===== src/rtl/core_pkg.sv =====
// Shared core types: vector register index, in-flight instruction ID and the
// decoded instruction record passed from the decoder through the scoreboard.
package core_pkg;

  localparam int unsigned NrVReg    = 32;
  localparam int unsigned InsnIDNum = 8;

  typedef logic [$clog2(NrVReg)-1:0]    vreg_t;
  typedef logic [$clog2(InsnIDNum)-1:0] insn_id_t;

  typedef struct packed {
    logic [7:0] op;
    insn_id_t   insn_id;
    logic [1:0] use_vs;
    vreg_t      vd;
    vreg_t      vs2;
    vreg_t      vs1;
  } issue_req_t;

endpackage


===== src/rtl/vinsn_scoreboard.sv =====
// Vector instruction scoreboard: holds one decoded instruction, blocks it on
// RAW/WAW/ID-reuse hazards and tracks pending vd writes per in-flight ID.
module vinsn_scoreboard
  import core_pkg::*;
#(
  parameter int unsigned NrVReg    = core_pkg::NrVReg,
  parameter int unsigned InsnIDNum = core_pkg::InsnIDNum
) (
  input  logic              clk_i,
  input  logic              rst_ni,
  input  logic              issue_req_valid_i,
  output logic              issue_req_ready_o,
  input  issue_req_t        issue_req_i,
  output logic              launch_valid_o,
  input  logic              launch_ready_i,
  output issue_req_t        launch_req_o,
  input  logic              done_i,
  input  insn_id_t          done_insn_id_i,
  output logic [NrVReg-1:0] busy_o,
  output logic              spurious_done_o,
  output logic [15:0]       stall_cnt_o
);

  logic                 hold_valid_q;
  issue_req_t           hold_q;
  logic [NrVReg-1:0]    busy_q, busy_d;
  logic [InsnIDNum-1:0] tbl_valid_q, tbl_valid_d;
  vreg_t                tbl_vd_q [InsnIDNum];
  logic                 spurious_q;
  logic [15:0]          stall_cnt_q;

  logic hazard;
  logic issue_fire, launch_fire, done_hit;

  // Hazard sees registered state only; a same-cycle done does not bypass.
  always_comb begin
    hazard = 1'b0;
    if (hold_q.use_vs[0] && busy_q[hold_q.vs1]) hazard = 1'b1;
    if (hold_q.use_vs[1] && busy_q[hold_q.vs2]) hazard = 1'b1;
    if (busy_q[hold_q.vd])                      hazard = 1'b1;
    if (tbl_valid_q[hold_q.insn_id])            hazard = 1'b1;
  end

  assign launch_valid_o    = hold_valid_q && !hazard;
  assign launch_req_o      = hold_q;
  assign launch_fire       = launch_valid_o && launch_ready_i;
  assign issue_req_ready_o = !hold_valid_q || launch_fire;
  assign issue_fire        = issue_req_valid_i && issue_req_ready_o;
  assign done_hit          = done_i && tbl_valid_q[done_insn_id_i];

  // A launching vd is never busy and a done never targets the launching ID,
  // so clearing before setting cannot lose an update.
  always_comb begin
    busy_d      = busy_q;
    tbl_valid_d = tbl_valid_q;
    if (done_hit) begin
      busy_d[tbl_vd_q[done_insn_id_i]] = 1'b0;
      tbl_valid_d[done_insn_id_i]      = 1'b0;
    end
    if (launch_fire) begin
      busy_d[hold_q.vd]           = 1'b1;
      tbl_valid_d[hold_q.insn_id] = 1'b1;
    end
  end

  always_ff @(posedge clk_i or negedge rst_ni) begin
    if (!rst_ni) begin
      hold_valid_q <= 1'b0;
      busy_q       <= '0;
      tbl_valid_q  <= '0;
      spurious_q   <= 1'b0;
      stall_cnt_q  <= '0;
    end else begin
      if (issue_fire)       hold_valid_q <= 1'b1;
      else if (launch_fire) hold_valid_q <= 1'b0;
      busy_q      <= busy_d;
      tbl_valid_q <= tbl_valid_d;
      spurious_q  <= done_i && !tbl_valid_q[done_insn_id_i];
      if (hold_valid_q && hazard && (stall_cnt_q != 16'hFFFF))
        stall_cnt_q <= stall_cnt_q + 16'd1;
    end
  end

  // Payload flops carry no reset; their valid bits qualify them.
  always_ff @(posedge clk_i) begin
    if (issue_fire)  hold_q <= issue_req_i;
    if (launch_fire) tbl_vd_q[hold_q.insn_id] <= hold_q.vd;
  end

  assign busy_o          = busy_q;
  assign spurious_done_o = spurious_q;
  assign stall_cnt_o     = stall_cnt_q;

endmodule


===== config.mk =====
export PLATFORM = sky130hd
export DESIGN_NAME = vinsn_scoreboard
export DESIGN_NICKNAME = d
export VERILOG_FILES = /design/src/rtl/core_pkg.sv /design/src/rtl/vinsn_scoreboard.sv
export SDC_FILE = /design/constraint.sdc
export NUM_CORES = 1
export LEC_CHECK = 0
export CORE_UTILIZATION = 48
export DETAILED_ROUTE_END_ITERATION = 10
export PLACE_DENSITY = 0.77
export REMOVE_ABC_BUFFERS = 1
export SLEW_MARGIN = 0
export SYNTH_ARGS = -nofsm -noshare
export SYNTH_HDL_FRONTEND = slang
export SYNTH_SLANG_ARGS = --single-unit

===== constraint.sdc =====
create_clock -name clk_i -period 3.95 [get_ports clk_i]
set_clock_uncertainty 0.05 [all_clocks]
set_input_delay 0.79 -clock clk_i [delete_from_list [all_inputs] [get_ports clk_i]]
set_output_delay 0.79 -clock clk_i [all_outputs]
set_load 0.01 [all_outputs]

# Word-level counts from Yosys, hierarchy flattened
# Memory sizes are Yosys's and may differ from the RTL's.
# Index checks and enable logic that the tools add are counted.
# totals
out_inout_bits	79
n_memories	1
inputBits	36
reg_bits	86
ramBits	40
# op_classes
magnitude_cmp	10
mux	30
n_reduce_logical	18
addsub	1
n_bitwise	6
eq_ne	1
# mem_list
name	depth	width	read_ports	rd_clocked_by_memory_dff	wr	line	source
tbl_vd_q	8	5	1	0	1	vinsn_scoreboard.sv:28	vreg_t tbl_vd_q [InsnIDNum];
# ops
cell	count
$mux W32	2
$and A32 B32 Y32	1
$not A32 Y32	1
$or A32 B32 Y32	1
$lt A5 B6 Y1 const B	4
$mux W1	17
$add A16 B1 Y16 const B	1
$mux W8	2
$ne A16 B16 Y1 const B	1
$bmux W1 S5	3
$logic_and A1 B1 Y1	13
$demux W1 S5	2
$ge A5 B1 Y1 const B	2
$and A8 B8 Y8	1
$lt A3 B4 Y1 const B	2
$not A8 Y8	1
$or A8 B8 Y8	1
$bmux W1 S3	2
$demux W1 S3	2
$ge A3 B1 Y1 const B	2
$logic_not A1 Y1	3
$reduce_bool A2 Y1	1
$logic_or A1 B1 Y1	1

# Longest topological paths before layout
# Gate-level depths: netlist of the first run.
# logic_depth
ltp_word	13
depth_mapped	11
depth_no_buf	7

# Worst setup path before layout of the first run
# OpenSTA, ideal clock, no wires.
# synth_path
path_kind	reg2reg
startpoint	register hold_q (netlist bit launch_req_o[10])
endpoint	register hold_q (netlist bit launch_req_o[0]), enable pin
required_ns	3.484
t_arrival_ns	3.591
n_path_buf	3
stages_incl_launch_ff	10
path_slack_ns	-0.107
setup_ns	0.416
path_cell_list	edfxtp_1 -> buf_2 -> mux4_2 -> a32o_1 -> a2111oi_2 -> and3_1 -> buf_4 -> buf_6 -> a21oi_1 -> nor2b_1
# synth_between
elab_chain_cells	9
# synth_rtl
item	line	source
from (decl)	vinsn_scoreboard.sv:25	issue_req_t hold_q;
from (signal assigned)	vinsn_scoreboard.sv:86	if (issue_fire) hold_q <= issue_req_i;
$bmux W1 S5	vinsn_scoreboard.sv:40	if (busy_q[hold_q.vd]) hazard = 1'b1;
$mux W1 (not written as such)	vinsn_scoreboard.sv:40	
$mux W1	vinsn_scoreboard.sv:40	
$mux W1	vinsn_scoreboard.sv:41	if (tbl_valid_q[hold_q.insn_id]) hazard = 1'b1;
$logic_not A1 Y1	vinsn_scoreboard.sv:44	assign launch_valid_o = hold_valid_q && !hazard;
$logic_and A1 B1 Y1	vinsn_scoreboard.sv:44	
$logic_and A1 B1 Y1	vinsn_scoreboard.sv:46	assign launch_fire = launch_valid_o && launch_ready_i;
$logic_or A1 B1 Y1	vinsn_scoreboard.sv:47	assign issue_req_ready_o = !hold_valid_q || launch_fire;
$logic_and A1 B1 Y1	vinsn_scoreboard.sv:48	assign issue_fire = issue_req_valid_i && issue_req_ready_o;
net issue_fire	vinsn_scoreboard.sv:33	logic issue_fire, launch_fire, done_hit;
# The timed path passes the listed nets, and every way through them passes these cells. The select of a mux whose other input is x is not followed.
# A chain may end at the register's enable or synchronous reset.

# Worst setup path in the final report of the first run
# layout_path
startpoint	register hold_q (netlist bit launch_req_o[11])
endpoint	output issue_req_ready_o
# layout_between
elab_chain_cells	8
# layout_rtl
item	line	source
$bmux W1 S5	vinsn_scoreboard.sv:40	
$mux W1 (not written as such)	vinsn_scoreboard.sv:40	
$mux W1	vinsn_scoreboard.sv:40	
$mux W1	vinsn_scoreboard.sv:41	
$logic_not A1 Y1	vinsn_scoreboard.sv:44	
$logic_and A1 B1 Y1	vinsn_scoreboard.sv:44	
$logic_and A1 B1 Y1	vinsn_scoreboard.sv:46	
$logic_or A1 B1 Y1	vinsn_scoreboard.sv:47	
to (decl)	vinsn_scoreboard.sv:12	output logic issue_req_ready_o,
# No other way between the ends. The select of a mux whose other input is x is not followed.

==> results of run 1 <==
-- layer usage --
| metal | track usage | vias to the layer above | wire length [microns] |
|---|---|---|---|
| met3 | 0.0785 | 38 | 1750 |
| met1 | 0.371 | 2428 | 7130 |
| li1 | - | 2238 | - |
| met5 | 0 | - | 0 |
| met4 | 0.115 | 0 | 422 |
| met2 | 0.434 | 304 | 8420 |
-- cell type report --
type                    count  area (sq um)  area share
repair buffers            145          1390       0.170
clock inverters             1          5.00    0.000610
multi-input cells         352          2520       0.307
flip-flops and latches    126          3490       0.426
inverters                  13          48.8     0.00595
well taps                 172           215      0.0262
clock buffers              31           528      0.0644
-- repair_timing --
| item | in CTS | in global routing |
|---|---|---|
| setup endpoints to repair | 1 | 2 |
| gates resized for setup | 1 | 6 |
| pin swaps | 0 | 3 |
| buffers inserted | 3 | 3 |
-- power by group through the flow --
stage          Sequential (mW)  Combinational, mW  Clock (mW)
2_1_floorplan             2.21              0.869           0
3_3_place_gp              2.25               1.88           0
3_5_place_dp              2.26               1.92           0
4_1_cts                   2.23               1.96        1.43
5_1_grt                   2.29               2.14        1.49
6_report                  2.26               1.99        1.42
-- layout by cell type, fill, tap and decap left out, types with 12 or more instances in the layout --
cell type / n
nor2_1: 20
clkdlybuf4s50_1: 111
mux4_2: 17
nand2b_1: 12
o21ai_0: 39
clkbuf_16: 17
xor2_1: 14
o21ai_1: 34
inv_1: 13
edfxtp_1: 68
buf_4: 28
nand2_1: 41
nand3_1: 16
dfrtp_1: 58
mux2i_1: 35
-- how the worst min path moves through the flow --
stage / slack [ns] / endpoint / from / depth (start not counted)
after global routing: 0.44 / stall_cnt_o[3]$_DFFE_PN0P_ / rst_ni / 1
after detailed placement: 0.43 / stall_cnt_o[10]$_DFFE_PN0P_ / stall_cnt_o[10]$_DFFE_PN0P_ / 1
final: 0.38 / stall_cnt_o[14]$_DFFE_PN0P_ / rst_ni / 1
after global placement: 0.42 / stall_cnt_o[4]$_DFFE_PN0P_ / stall_cnt_o[4]$_DFFE_PN0P_ / 1
after CTS: 0.41 / stall_cnt_o[10]$_DFFE_PN0P_ / rst_ni / 1
after floorplan: 0.41 / tbl_valid_q[0]$_DFF_PN0_ / tbl_valid_q[0]$_DFF_PN0_ / 1
-- logic make-up after synthesis --
group,after synthesis,share of synthesized area
XOR/XNOR,15,0.0212
AND/OR/NAND/NOR,159,0.137
AO/OA/AOI/OAI,117,0.111
flip-flops,126,0.564
buffers and inverters,43,0.0321
adder cells (fa/ha/maj),1,0.00202
multiplexers,60,0.133
-- worst register-to-register path, cell delays in order, from the launching register on --
cell       delay [ns]
edfxtp_1         0.46
buf_6            0.15
mux4_2           0.53
a22oi_2          0.20
nor3_1           0.07
a2111oi_2        0.37
and3_1           0.26
buf_4            0.12
buf_4            0.21
nand4_2          0.25
nor2_1           0.55
-- registers in the layout, indices dropped and copies added (netlist names) --
register         count
busy_o              32
hold_valid_q         1
launch_req_o        28
spurious_done_o      1
stall_cnt_o         16
tbl_valid_q          8
tbl_vd_q            40
-- metrics by stage --
stage	setup slack [ns]	total power, mW	util
finish	0.317	5.67	0.650
global route	0.189	5.92	0.650
CTS	0.0418	5.62	0.647
detailed placement	0.394	4.18	0.601
global placement	0.420	4.13	0.601
floorplan	-0.509	3.08	-
==> flow_metrics.tcl, run 1 <==
set metrics [dict create \
    p_int_mw 3.68 \
    worst_r2r_endpoint "tbl_vd_q[3][2]$_DFFE_PP_" \
    grt_pass1_vias 4978 \
    n_antenna_cell 0 \
    irDropWorstVdd_v 0.000305 \
    place_hpwl_mm 12.5 \
    crit_end "issue_req_ready_o" \
    cts_tree "done" \
    fin_cells 840 \
    path_delay_family "compound AO/OA/AOI/OAI gates" \
    p_leak_nw 3.20 \
    clock_latency_ns 0.43 \
    grt_pass1_wl_mm 27.4 \
    synth_common_cells "edfxtp_1 (68), dfrtp_1 (58), nand2_1 (41)" \
    critPathMaxFanout 4 \
    cap_viol_max_count 0 \
    cts_max_level 4 \
    place_area_sq_um 7590 \
    p_sw_frac 0.351 \
    cp.arrival_ns 2.79 \
    path_class "reg2out" \
    drv_slew 0 \
    design.core.area_sq_um 12600 \
    yosys.cell_count.top_type "edfxtp_1" \
    ys_ff_latch 126 \
    slowest_stage "mux4_2" \
    finalHoldViolations 0 \
    fin_crit_sh 0.920 \
    die-area_sq_um 13400 \
    antenna_left 0 \
    fill_cells 972 \
    hold_slack_ns 0.384 \
    period_needed_ns 3.63 \
    ys.flop_type "edfxtp_1" \
    synth.top_cell.area_share 0.330 \
    finalSetupViolCount 0 \
    cts_sinks 126 \
    drc_errors 0 \
    critPathMaxStageDelay_ns 0.53 \
    nets 692 \
    hp-class "in2async" \
    grtUsageTotal 0.279 \
    io_pins 115 \
    powerDensity_nw_per_um2 691 \
    power_frac_comb 0.351 \
    rows 41 \
    cp_num_cells 9 \
    io_buffers 114 \
    gr-total-overflow 0 \
    fin_area_sq_um 8200 \
    netlist_area_sq_um 6200 \
    fin_tns_setup_ns 0 \
    numCtsBuffers 17 \
    worstPathCellList "buf_6 > mux4_2 > a22oi_2 > nor3_1 > a2111oi_2 > and3_1 > a21oi_2 > inv_1 > dlymetal6s2s_1" \
    num_vias 5008 \
    yosys.cell_types.count 53 \
    slew_headroom 0.457 \
    seqPwrFrac 0.398 \
    first_iter_violations 420 \
    clockBufferDepth 2 \
    ys_seq_area_frac 0.564 \
    crit_start "launch_req_o[11]$_DFFE_PP_" \
    synth.area.top_cells "edfxtp_1 (33%), dfrtp_1 (23%), mux4_2 (6.2%), mux2i_1 (5.7%), o21ai_0 (3.2%)" \
    status "complete, no violations" \
    chipWidth_microns 116 \
    antenna_found_initial 0 \
    yosys.area.top_type "edfxtp_1" \
    drt-wirelength-per-cell_microns 21.1 \
    async_reset_ff_frac 0.460 \
    cp.required_ns 3.11 \
    dr.pass1.iters 5 \
    place_inst 802 \
    hold_buffers 0 \
    yosysWarnings 0 \
    postSynthCellCount 521 \
    reg2regPathDepth 10 \
    grt_max_degree 34 \
    drive_gt1_frac 0.132 \
    fp.dieH_microns 116 \
    clkPwrFrac 0.251 \
    wirelength_mm 17.7 \
    fmax_ghz 0.275 \
    startpoint_type "register" \
    avgSynthCellArea_sq_um 11.9 \
    p_sw_mw 1.99 \
    r2r-start "launch_req_o[11]$_DFFE_PP_" \
    areaGrowthSynthToFinish_pct 32.4 \
    place_congestion 0.952 \
    tightest_slew_ns 0.807 \
    synth-edff-count 68 \
    reg2reg_slack_ns 0.36 \
    worstSetupEndpointType "primary output" \
    rsz0062_at_grt "false" \
    path_clk_slew_ns 0.06 \
    routed_via_density 5.96 \
    clock_tree.root_cell "clkbuf_16" \
    start_util 0.491 \
    worst-path-buf-inv 3 \
]
Power figures use the tool's default switching activity.
==> run 2: changes to the inputs <==
- PLACE_DENSITY: 0.77 -> 0.78
==> run 2 against run 1 <==
Compared with the run above: via count grew 0.14%; combinational power is essentially flat; fmax shrank 5.0%; final cell count shrank 0.12%; non-clock buffer count shrank 1.
==> flow_metrics.tcl, run 2 (same netlist as run 1, synthesis figures left out) <==
set metrics [dict create \
    numCtsBuffers 17 \
    finalHoldViolations 0 \
    cp.required_ns 3.11 \
    path_delay_family "compound AO/OA/AOI/OAI gates" \
    areaGrowthSynthToFinish_pct 32.9 \
    antenna_found_initial 0 \
    tightest_slew_ns 0.932 \
    antenna_left 0 \
    reg2regPathDepth 8 \
    mostFrequentLayoutCell "clkdlybuf4s50_1" \
    clock_latency_ns 0.42 \
    die-area_sq_um 13400 \
    routed_via_density 5.98 \
    multiInputGateArea_sq_um 2510 \
    chipWidth_microns 116 \
    seq_area_sq_um 3490 \
    worst-path-buf-inv 2 \
    drc_errors 0 \
    place_congestion 1.07 \
    place_ws_ns 0.351 \
    slew_headroom 0.379 \
    clockBufferDepth 2 \
    drt-wirelength-per-cell_microns 20.3 \
    cp.arrival_ns 2.99 \
    critPathMaxStageDelay_ns 0.54 \
    n_antenna_cell 0 \
    critPathMaxFanout 4 \
    r2r-start "launch_req_o[11]$_DFFE_PP_" \
    grt_pass1_wl_mm 26.8 \
    fill_cells 932 \
    gr-total-overflow 0 \
    worstPathCellList "mux4_2 > a22oi_2 > o211ai_1 > a2111oi_2 > nand4_1 > inv_1 > clkdlybuf4s50_1" \
    worst_slack_ns 0.125 \
    cts_max_level 4 \
    reg2reg_slack_ns 0.58 \
    regMostFlops "tbl_vd_q" \
    startpoint_type "register" \
    hold_buffers 0 \
    worstSetupEndpointType "primary output" \
    io_buffers 114 \
    grt_max_degree 41 \
    clock_tree.root_cell "clkbuf_16" \
    dr.pass1.iters 6 \
    place_hpwl_mm 12.3 \
    cts_sinks 126 \
    design.core.area_sq_um 12600 \
    cap_viol_max_count 0 \
    largest_reg_flops 40 \
    path_class "reg2out" \
    layout_common_cells "clkdlybuf4s50_1 (112), edfxtp_1 (68), dfrtp_1 (58), nand2_1 (41), o21ai_0 (39)" \
    start_util 0.491 \
    drv_slew 0 \
    fmax_ghz 0.261 \
    whs_endpoint "stall_cnt_o[4]$_DFFE_PN0P_" \
    fin_crit_sh 0.968 \
    worst_r2r_endpoint "tbl_vd_q[5][3]$_DFFE_PP_" \
    period_needed_ns 3.83 \
    rsz0062_at_grt "false" \
    io_pins 115 \
    finalSetupViolCount 0 \
    cts_tree "done" \
    status "complete, no violations" \
    wirelength_mm 17.0 \
    grt_pass1_vias 5059 \
    worstHoldStart "stall_cnt_o[4]$_DFFE_PN0P_" \
    fp.dieH_microns 116 \
    hp-class "reg2reg" \
    rows 41 \
    final_core_util 0.652 \
    crit_start "launch_req_o[11]$_DFFE_PP_" \
    path_clk_slew_ns 0.06 \
    nets 691 \
    grtUsageTotal 0.273 \
    num_vias 5015 \
    irDropWorstVdd_v 0.000483 \
    powerDensity_nw_per_um2 689 \
    first_iter_violations 516 \
    whs_path_depth 1 \
    drive_gt1_frac 0.141 \
    p_leak_nw 3.20 \
    slowest_stage "mux4_2" \
]
## run 2: cell count changes in the layout (fill, tap and decap cells not counted), sizes merged, moves of 2 or more
cell          change
clkinv            +7
clkinvlp          +2
dlymetal6s2s      -2
clkbuf           -10
## run 2: timing repair
action / in CTS / in global routing
gates cloned: 0 / 0
setup buffers: 7 / 0
gates resized for setup: 4 / 0
setup endpoints to repair: 1 / 1
pin swaps: 3 / 2
## run 2: power breakdown
part / total [mW] / internal [mW] / switching, mW
clock: 1.49 / 0.910 / 0.582
combinational: 1.98 / 1.03 / 0.948
sequential: 2.21 / 1.75 / 0.454
## run 2: worst register-to-register path, stage by stage (launching register included)
cell and delay (ns):
edfxtp_1 0.46, mux4_2 0.55, a22oi_2 0.24, o211ai_1 0.13
a2111oi_2 0.35, and3_1 0.25, buf_4 0.23, nand4_2 0.22
nor2_1 0.52
## run 2: per-layer routing
metal  part of all wire  routed length (microns)  global-route usage  vias to the layer above
met5                  0                        0                   0                        -
met4              0.024                      410               0.127                        0
met3              0.089                     1520              0.0659                       43
met2               0.48                     8230               0.422                      314
met1               0.40                     6840               0.364                     2425
li1                   -                        -                   -                     2233
## run 2: layout make-up
class                           count  share of cell area
Clock inverter                     11             0.00973
Timing Repair Buffer              144               0.168
Tap cell                          172              0.0261
Multi-Input combinational cell    352               0.305
Sequential cell                   126               0.424
Clock buffer                       21              0.0611
Inverter                           13             0.00593
## run 2: worst max path at each step
stage | endpoint | slack, ns | cells past startpoint
finish | launch_valid_o | 0.12 | 7
global route | launch_valid_o | 0.03 | 8
CTS | launch_valid_o | 0.07 | 7
detailed placement | issue_req_ready_o | 0.35 | 9
global placement | issue_req_ready_o | 0.42 | 8
floorplan | launch_req_o[0]$_DFFE_PP_ | -0.51 | 7
## run 2: stage by stage
stage	cells	total power, mW	cell area, sq um	setup TNS (ns)	hold WS [ns]
2_1_floorplan	491	3.08	6050	-14.26	0.410
6_report	839	5.68	8230	0	0.433
5_1_grt	839	5.94	8230	0	0.461
4_1_cts	839	5.68	8230	0	0.438
3_5_place_dp	800	4.14	7570	0	0.430
3_3_place_gp	800	4.08	7570	0	0.428
